<file path="src/rtl/calc_pkg.sv">
// Shared definitions for the calculator sequencer: key codes, operator
// encodings, one-hot state encoding and small conversion helpers.
package calc_pkg;

    localparam logic [7:0] KEY_DIG_MAX = 8'h09;
    localparam logic [7:0] KEY_ADD     = 8'hF0;
    localparam logic [7:0] KEY_SUB     = 8'hF1;
    localparam logic [7:0] KEY_MUL     = 8'hF2;
    localparam logic [7:0] KEY_DIV     = 8'hF3;
    localparam logic [7:0] KEY_EQ      = 8'hFE;
    localparam logic [7:0] KEY_CLR     = 8'hFF;

    localparam logic [1:0] OP_ADD = 2'b00;
    localparam logic [1:0] OP_SUB = 2'b01;
    localparam logic [1:0] OP_MUL = 2'b10;
    localparam logic [1:0] OP_DIV = 2'b11;

    localparam int         CALC_TIMEOUT_DEF = 64;
    localparam logic [3:0] BLANK_NIB_DEF    = 4'hF;
    localparam logic [3:0] ERR_NIB          = 4'hE;

    typedef enum logic [10:0] {
        S_IDLE = 11'b000_0000_0001,
        S_A1   = 11'b000_0000_0010,
        S_A0   = 11'b000_0000_0100,
        S_OPW  = 11'b000_0000_1000,
        S_B1   = 11'b000_0001_0000,
        S_B0   = 11'b000_0010_0000,
        S_EXEC = 11'b000_0100_0000,
        S_WAIT = 11'b000_1000_0000,
        S_CONV = 11'b001_0000_0000,
        S_SHOW = 11'b010_0000_0000,
        S_ERR  = 11'b100_0000_0000
    } state_t;

    // Two BCD digits to binary: 10*t + o = 8*t + 2*t + o
    function automatic logic [6:0] dec2bin(input logic [3:0] t,
                                           input logic [3:0] o);
        return {t, 3'b000} + {2'b00, t, 1'b0} + {3'b000, o};
    endfunction

    // Double-dabble correction: every BCD nibble >= 5 gets +3 before shifting
    function automatic logic [15:0] dabble_adj(input logic [15:0] v);
        logic [15:0] r;
        r = v;
        for (int i = 0; i < 4; i++) begin
            if (v[4*i +: 4] >= 4'd5) begin
                r[4*i +: 4] = v[4*i +: 4] + 4'd3;
            end
        end
        return r;
    endfunction

endpackage

</file>
<file path="src/rtl/calc_sequencer_bcd_dabble_seq.sv">
// bcd_dabble_seq: 14-bit binary to 4-digit BCD, one shift per clock.
// Ports: clk, rst (sync active-low), start, bin[13:0] -> done pulse, bcd[15:0].
module bcd_dabble_seq
    import calc_pkg::*;
(
    input  logic        clk,
    input  logic        rst,
    input  logic        start,
    input  logic [13:0] bin,
    output logic        done,
    output logic [15:0] bcd
);

    logic [13:0] r_sh;
    logic [15:0] r_bcd;
    logic [3:0]  r_cnt;
    logic        r_done;
    logic [15:0] w_adj;

    assign w_adj = dabble_adj(r_bcd);

    // The first shift happens on the start edge (BCD is zero, so no
    // correction is needed); 13 more follow, giving done 14 cycles after start.
    always_ff @(posedge clk) begin
        if (!rst) begin
            r_sh   <= '0;
            r_bcd  <= '0;
            r_cnt  <= '0;
            r_done <= 1'b0;
        end else begin
            r_done <= 1'b0;
            if (start) begin
                r_bcd <= {15'd0, bin[13]};
                r_sh  <= {bin[12:0], 1'b0};
                r_cnt <= 4'd13;
            end else if (r_cnt != 4'd0) begin
                r_bcd <= {w_adj[14:0], r_sh[13]};
                r_sh  <= {r_sh[12:0], 1'b0};
                r_cnt <= r_cnt - 4'd1;
                if (r_cnt == 4'd1) begin
                    r_done <= 1'b1;
                end
            end
        end
    end

    assign done = r_done;
    assign bcd  = r_bcd;

endmodule

</file>
<file path="src/rtl/calc_sequencer.sv">
// calc_sequencer: key-driven operand/operator entry, one arithmetic-unit
// transaction, sequential BCD conversion and 4-nibble display drive.
// Ports: clk, rst (sync active-low), key_valid/key_code in; calc_start,
// calc_a, calc_b, calc_op out; calc_done/calc_result/calc_err in; busy,
// digit4..digit1 out. Optional macro CALC_CHAIN_EN: operator key in SHOW
// reuses a result <= 99 as operand A.
module calc_sequencer
    import calc_pkg::*;
#(
    parameter int         CALC_TIMEOUT = CALC_TIMEOUT_DEF,
    parameter logic [3:0] BLANK_NIB    = BLANK_NIB_DEF
) (
    input  logic        clk,
    input  logic        rst,
    input  logic        key_valid,
    input  logic [7:0]  key_code,
    output logic        calc_start,
    output logic [6:0]  calc_a,
    output logic [6:0]  calc_b,
    output logic [1:0]  calc_op,
    input  logic        calc_done,
    input  logic [13:0] calc_result,
    input  logic        calc_err,
    output logic        busy,
    output logic [3:0]  digit4,
    output logic [3:0]  digit3,
    output logic [3:0]  digit2,
    output logic [3:0]  digit1
);

    localparam int CW = $clog2(CALC_TIMEOUT + 1);

    state_t        r_state;
    state_t        w_next;
    logic [3:0]    r_a_t, r_a_o, r_b_t, r_b_o;
    logic [1:0]    r_op;
    logic [6:0]    r_calc_a, r_calc_b;
    logic [CW-1:0] r_cnt;
    logic [3:0]    r_d4, r_d3, r_d2, r_d1;
`ifdef CALC_CHAIN_EN
    logic [3:0]    r_res_t, r_res_o;
    logic          r_small;
`endif

    logic          w_dig, w_op, w_eq, w_clr, w_tmo;
    logic [3:0]    w_d;
    logic          w_bcd_start, w_bcd_done;
    logic [15:0]   w_bcd;

    assign w_dig = key_valid && (key_code <= KEY_DIG_MAX);
    assign w_op  = key_valid && (key_code >= KEY_ADD) && (key_code <= KEY_DIV);
    assign w_eq  = key_valid && (key_code == KEY_EQ);
    assign w_clr = key_valid && (key_code == KEY_CLR);
    assign w_d   = key_code[3:0];

    // r_cnt holds cycles elapsed since calc_start (1 in the first WAIT cycle)
    assign w_tmo = (r_cnt == CW'(CALC_TIMEOUT - 1));

    assign w_bcd_start = (r_state == S_WAIT) && calc_done && !calc_err;

    bcd_dabble_seq u_bcd (
        .clk   (clk),
        .rst   (rst),
        .start (w_bcd_start),
        .bin   (calc_result),
        .done  (w_bcd_done),
        .bcd   (w_bcd)
    );

    always_ff @(posedge clk) begin
        if (!rst) begin
            r_state <= S_IDLE;
        end else begin
            r_state <= w_next;
        end
    end

    always_comb begin
        w_next = r_state;
        if (w_clr) begin
            w_next = S_IDLE;
        end else begin
            unique case (r_state)
                S_IDLE: if (w_dig) w_next = S_A1;
                S_A1:   if (w_dig) w_next = S_A0;
                S_A0:   if (w_op)  w_next = S_OPW;
                S_OPW:  if (w_dig) w_next = S_B1;
                S_B1:   if (w_dig) w_next = S_B0;
                S_B0:   if (w_eq)  w_next = S_EXEC;
                S_EXEC: w_next = S_WAIT;
                S_WAIT: begin
                    if (calc_done) begin
                        w_next = calc_err ? S_ERR : S_CONV;
                    end else if (w_tmo) begin
                        w_next = S_ERR;
                    end
                end
                S_CONV: if (w_bcd_done) w_next = S_SHOW;
                S_SHOW: begin
                    if (w_dig) begin
                        w_next = S_A1;
                    end
`ifdef CALC_CHAIN_EN
                    else if (w_op && r_small) begin
                        w_next = S_OPW;
                    end
`endif
                end
                S_ERR:  w_next = S_ERR;
                default: w_next = S_IDLE;
            endcase
        end
    end

    always_ff @(posedge clk) begin
        if (!rst || w_clr) begin
            r_a_t    <= 4'd0;
            r_a_o    <= 4'd0;
            r_b_t    <= 4'd0;
            r_b_o    <= 4'd0;
            r_op     <= OP_ADD;
            r_calc_a <= 7'd0;
            r_calc_b <= 7'd0;
            r_cnt    <= '0;
            r_d4     <= BLANK_NIB;
            r_d3     <= BLANK_NIB;
            r_d2     <= BLANK_NIB;
            r_d1     <= 4'd0;
`ifdef CALC_CHAIN_EN
            r_res_t  <= 4'd0;
            r_res_o  <= 4'd0;
            r_small  <= 1'b0;
`endif
        end else begin
            unique case (r_state)
                S_IDLE, S_SHOW: begin
                    if (w_dig) begin
                        r_a_t <= w_d;
                        r_d4  <= BLANK_NIB;
                        r_d3  <= BLANK_NIB;
                        r_d2  <= BLANK_NIB;
                        r_d1  <= w_d;
                    end
`ifdef CALC_CHAIN_EN
                    else if (r_state == S_SHOW && w_op && r_small) begin
                        r_a_t <= r_res_t;
                        r_a_o <= r_res_o;
                        r_op  <= key_code[1:0];
                        r_d4  <= BLANK_NIB;
                        r_d3  <= BLANK_NIB;
                        r_d2  <= BLANK_NIB;
                        r_d1  <= BLANK_NIB;
                    end
`endif
                end
                S_A1: begin
                    if (w_dig) begin
                        r_a_o <= w_d;
                        r_d2  <= r_a_t;
                        r_d1  <= w_d;
                    end
                end
                S_A0: begin
                    if (w_op) begin
                        r_op <= key_code[1:0];
                        r_d4 <= BLANK_NIB;
                        r_d3 <= BLANK_NIB;
                        r_d2 <= BLANK_NIB;
                        r_d1 <= BLANK_NIB;
                    end
                end
                S_OPW: begin
                    if (w_dig) begin
                        r_b_t <= w_d;
                        r_d1  <= w_d;
                    end
                end
                S_B1: begin
                    if (w_dig) begin
                        r_b_o <= w_d;
                        r_d2  <= r_b_t;
                        r_d1  <= w_d;
                    end
                end
                S_B0: begin
                    if (w_eq) begin
                        r_calc_a <= dec2bin(r_a_t, r_a_o);
                        r_calc_b <= dec2bin(r_b_t, r_b_o);
                    end
                end
                S_EXEC: r_cnt <= CW'(1);
                S_WAIT: begin
                    r_cnt <= r_cnt + CW'(1);
                    if ((calc_done && calc_err) || (!calc_done && w_tmo)) begin
                        r_d4 <= ERR_NIB;
                        r_d3 <= BLANK_NIB;
                        r_d2 <= BLANK_NIB;
                        r_d1 <= BLANK_NIB;
                    end
                end
                S_CONV: begin
                    if (w_bcd_done) begin
                        // Leading-zero blanking; the ones digit always shows
                        r_d4 <= (w_bcd[15:12] == 4'd0) ? BLANK_NIB : w_bcd[15:12];
                        r_d3 <= (w_bcd[15:8] == 8'd0) ? BLANK_NIB : w_bcd[11:8];
                        r_d2 <= (w_bcd[15:4] == 12'd0) ? BLANK_NIB : w_bcd[7:4];
                        r_d1 <= w_bcd[3:0];
`ifdef CALC_CHAIN_EN
                        r_res_t <= w_bcd[7:4];
                        r_res_o <= w_bcd[3:0];
                        r_small <= (w_bcd[15:8] == 8'd0);
`endif
                    end
                end
                default: ;
            endcase
        end
    end

    assign calc_start = (r_state == S_EXEC);
    assign busy       = (r_state == S_EXEC) || (r_state == S_WAIT) ||
                        (r_state == S_CONV);
    assign calc_a     = r_calc_a;
    assign calc_b     = r_calc_b;
    assign calc_op    = r_op;
    assign digit4     = r_d4;
    assign digit3     = r_d3;
    assign digit2     = r_d2;
    assign digit1     = r_d1;

endmodule

</file>
<file path="config.mk">
export PLATFORM = sky130hd
export DESIGN_NAME = calc_sequencer
export DESIGN_NICKNAME = d
export VERILOG_FILES = /design/src/rtl/calc_pkg.sv /design/src/rtl/calc_sequencer_bcd_dabble_seq.sv /design/src/rtl/calc_sequencer.sv
export SDC_FILE = /design/constraint.sdc
export NUM_CORES = 1
export LEC_CHECK = 0
export ABC_CLOCK_PERIOD_IN_PS = 3120
export BUFFER_PORTS_ARGS = -buffer_cell sky130_fd_sc_hd__buf_2
export CAP_MARGIN = 15
export CORE_MARGIN = 2
export CORE_UTILIZATION = 50
export CTS_CLUSTER_SIZE = 14
export DETAILED_ROUTE_END_ITERATION = 16
export GPL_ROUTABILITY_DRIVEN = 0
export GPL_TIMING_DRIVEN = 0
export PLACE_DENSITY = 0.7
export SLEW_MARGIN = 20
export SYNTH_ARGS = -nofsm -noshare
export SYNTH_HDL_FRONTEND = slang
export SYNTH_SLANG_ARGS = --single-unit
</file>
<file path="constraint.sdc">
create_clock -name clk -period 3.12 [get_ports clk]
set_input_delay 0.156 -clock clk [delete_from_list [all_inputs] [get_ports clk]]
set_output_delay 0.156 -clock clk [all_outputs]
set_load 0.03 [all_outputs]
</file>
==> metrics <==
Critical Path RT 3.42 ns; drt pass-1 iters 5; Core ar. 0.0103 mm2; VDD IR max 0.329 mV; Ys Warns 0; DIE AREA 0.0114 mm2; post-synthesis sequential area ratio 0.380; CTS resizes 0; status finished, final reports clean; Remaining DRCs 0; Gate Count Post-Synth 643; Die X-Extent 107 um; IO Pins 61; initial antenna violation count 0; Worst-path clk slew 0.10 ns; fin nets 771; most common cell after layout, fill and taps aside dfxtp_1; Post-CTS Setup Inserts 0; pin count of the biggest net entering global routing 18; LEAKAGE 2.57 nW; PwrDens 480 mW/mm2; DR vias/cell 5.60; Clock Latency Late Sink 0.38 ns; commonest cells after routing, fill and taps aside dfxtp_1 (100), nand2_1 (96), buf_2 (67); worst reg2reg path depth 6; dominant synthesized flop cell dfxtp_1; non-filler cells, final 854; max_cap viols 0; layout cells sized above 1 0.135; Worst setup EP type flop; vias in the first global route 4567; crit share post-route 0.923; final slew viol count 0; crit path DAT 3.18 ns; total negative slack 0 ns; ys async rst share 0; worst-path fanout max 10; FF+latch count, synth 100; worst-margin pin slew 0.832 ns; PnR Total Power 2.86 mW; CTS Hold Buffers Added 2; Area Overhead vs Synth 13.4%; wire per inst 14.9 um; Diodes inserted 0; Clock Path Buffers 2; Hold Path Class in -> reg; post-synthesis net count 701; total grt overflow 0; Worst Skew 0.0172 ns; Num CTS Buffers 9; Post-Route WL 12700 um; Min Hold Slack 0.00973 ns; critical path class reg -> reg; IO buf count 57; FILL cells 968; Startpoint Class flop; GRT Total Usage 0.230; CTS tree yes; Final Hold Fails 0; hold depth 2; CTS Sinks 100; RSZ-0062 raised after global routing false; Tmin final 2.88 ns; library cells used by synthesis 52; syn avg cell area 8.19 um2; cell area after layout 0.00597 mm2; clock root buffer clkbuf_8; Initial Utilization 0.512; final antenna-violating net count 0; mapped cell area 0.00527 mm2; wire length of the first global-routing pass 21200 um; fmax 347 MHz; number of enable flip-flop cells after synthesis 0; Detailed Place HPWL 9560 um; Vias 4786; Cell Area, Placed 0.00572 mm2; initial DRC count 190; final setup vio count 0; row count 37; Slew headroom 0.437; Max H-tree Level 3; DIE HEIGHT 107 um; post-placement cell count 836
[routing by layer]
layer / vias to the layer above / wire length [um] / GRT usage
li1: 2386 / - / -
met1: 2235 / 5760 / 0.299
met2: 137 / 6030 / 0.381
met3: 28 / 599 / 0.0347
met4: 0 / 329 / 0.0974
met5: - / 0 / 0
[flip-flops by register name, summed over array words and instances, names as in the netlist, 7 cells and up]
name / cells
u_bcd.bcd: 16
r_cnt: 7
calc_a: 7
u_bcd.r_sh: 13
calc_b: 7
r_state: 11
[cell type report]
cell class	instances	area, um2	area share
plain buffers	38	178	0.0298
clock buffers	10	138	0.0231
clock inverters	6	92.6	0.0155
inverters	26	97.6	0.0163
multi-input cells	479	2990	0.500
flip-flops and latches	100	2000	0.335
well taps	136	170	0.0285
repair buffers	59	305	0.0511
[Yosys cell counts, types with 2 or more instances]
cell type / instances / area [um2]
dfxtp_1: 100 / 2000
nand2_1: 96 / 360
a21oi_1: 62 / 310
nor2_1: 62 / 233
nand3_1: 31 / 155
ha_1: 27 / 338
inv_1: 26 / 97.6
o21ai_0: 25 / 125
clkbuf_1: 23 / 86.3
nor3_1: 18 / 90.1
a22oi_1: 14 / 105
mux2i_1: 14 / 140
o211a_1: 14 / 140
xnor2_1: 14 / 123
buf_2: 10 / 50.1
and3_1: 9 / 56.3
nand2b_1: 9 / 56.3
nor4_1: 7 / 43.8
and2_1: 6 / 37.5
or3_1: 6 / 37.5
nor4b_1: 5 / 43.8
or4_1: 5 / 37.5
a211oi_1: 4 / 30.0
a21o_1: 4 / 30.0
fa_1: 4 / 80.1
a21boi_0: 3 / 22.5
buf_6: 3 / 33.8
nand3b_1: 3 / 22.5
nand4_1: 3 / 18.8
xor2_1: 3 / 26.3
a31oi_1: 2 / 12.5
buf_1: 2 / 7.51
nand4b_1: 2 / 17.5
nor3b_1: 2 / 15.0
nor4_2: 2 / 25.0
nor4_4: 2 / 42.5
nor4bb_1: 2 / 20.0
o211ai_1: 2 / 15.0
o311ai_0: 2 / 17.5
o31a_1: 2 / 17.5
o31ai_1: 2 / 15.0
[power breakdown]
| group | total, mW | internal (mW) | switching [mW] |
|---|---|---|---|
| Combinational | 0.566 | 0.166 | 0.400 |
| Sequential | 1.35 | 1.31 | 0.0336 |
| Clock | 0.950 | 0.479 | 0.471 |
[critical path, cell delays in order, from the launching register on]
cell and delay, ns:
dfxtp_1 0.38, nor4_1 0.72, nand2_1 0.38, nor4_2 0.74
buf_2 0.34, nand2_1 0.08, a21oi_1 0.15
[kinds of logic (layout without fill, tap and decap cells)]
group	count (synthesis)	in the layout	share of synthesized area
adder cells (fa/ha/maj)	31	31	0.0794
AND/OR/NAND/NOR	274	274	0.256
XOR/XNOR	17	17	0.0283
AO/OA/AOI/OAI	142	142	0.175
flip-flops	100	100	0.380
buffers and inverters	64	139	0.0523
multiplexers	15	15	0.0288
[metrics by stage]
stage | util | worst slack, ns
2_1_floorplan | - | 0.625
3_3_place_gp | 0.557 | 0.342
3_5_place_dp | 0.557 | 0.297
4_1_cts | 0.581 | 0.240
5_1_grt | 0.581 | 0.0144
6_report | 0.581 | 0.240
[final timing paths]
path | start | to | slack [ns]
min reg2reg | calc_b[0] | calc_b[0] | 0.46
max | r_state[8] | calc_b[2] | 0.24
max reg2reg | r_state[8] | calc_b[2] | 0.24
min | calc_result[11] | u_bcd.r_sh[12] | 0.01
Note: power is estimated with default switching activity, not from simulation.
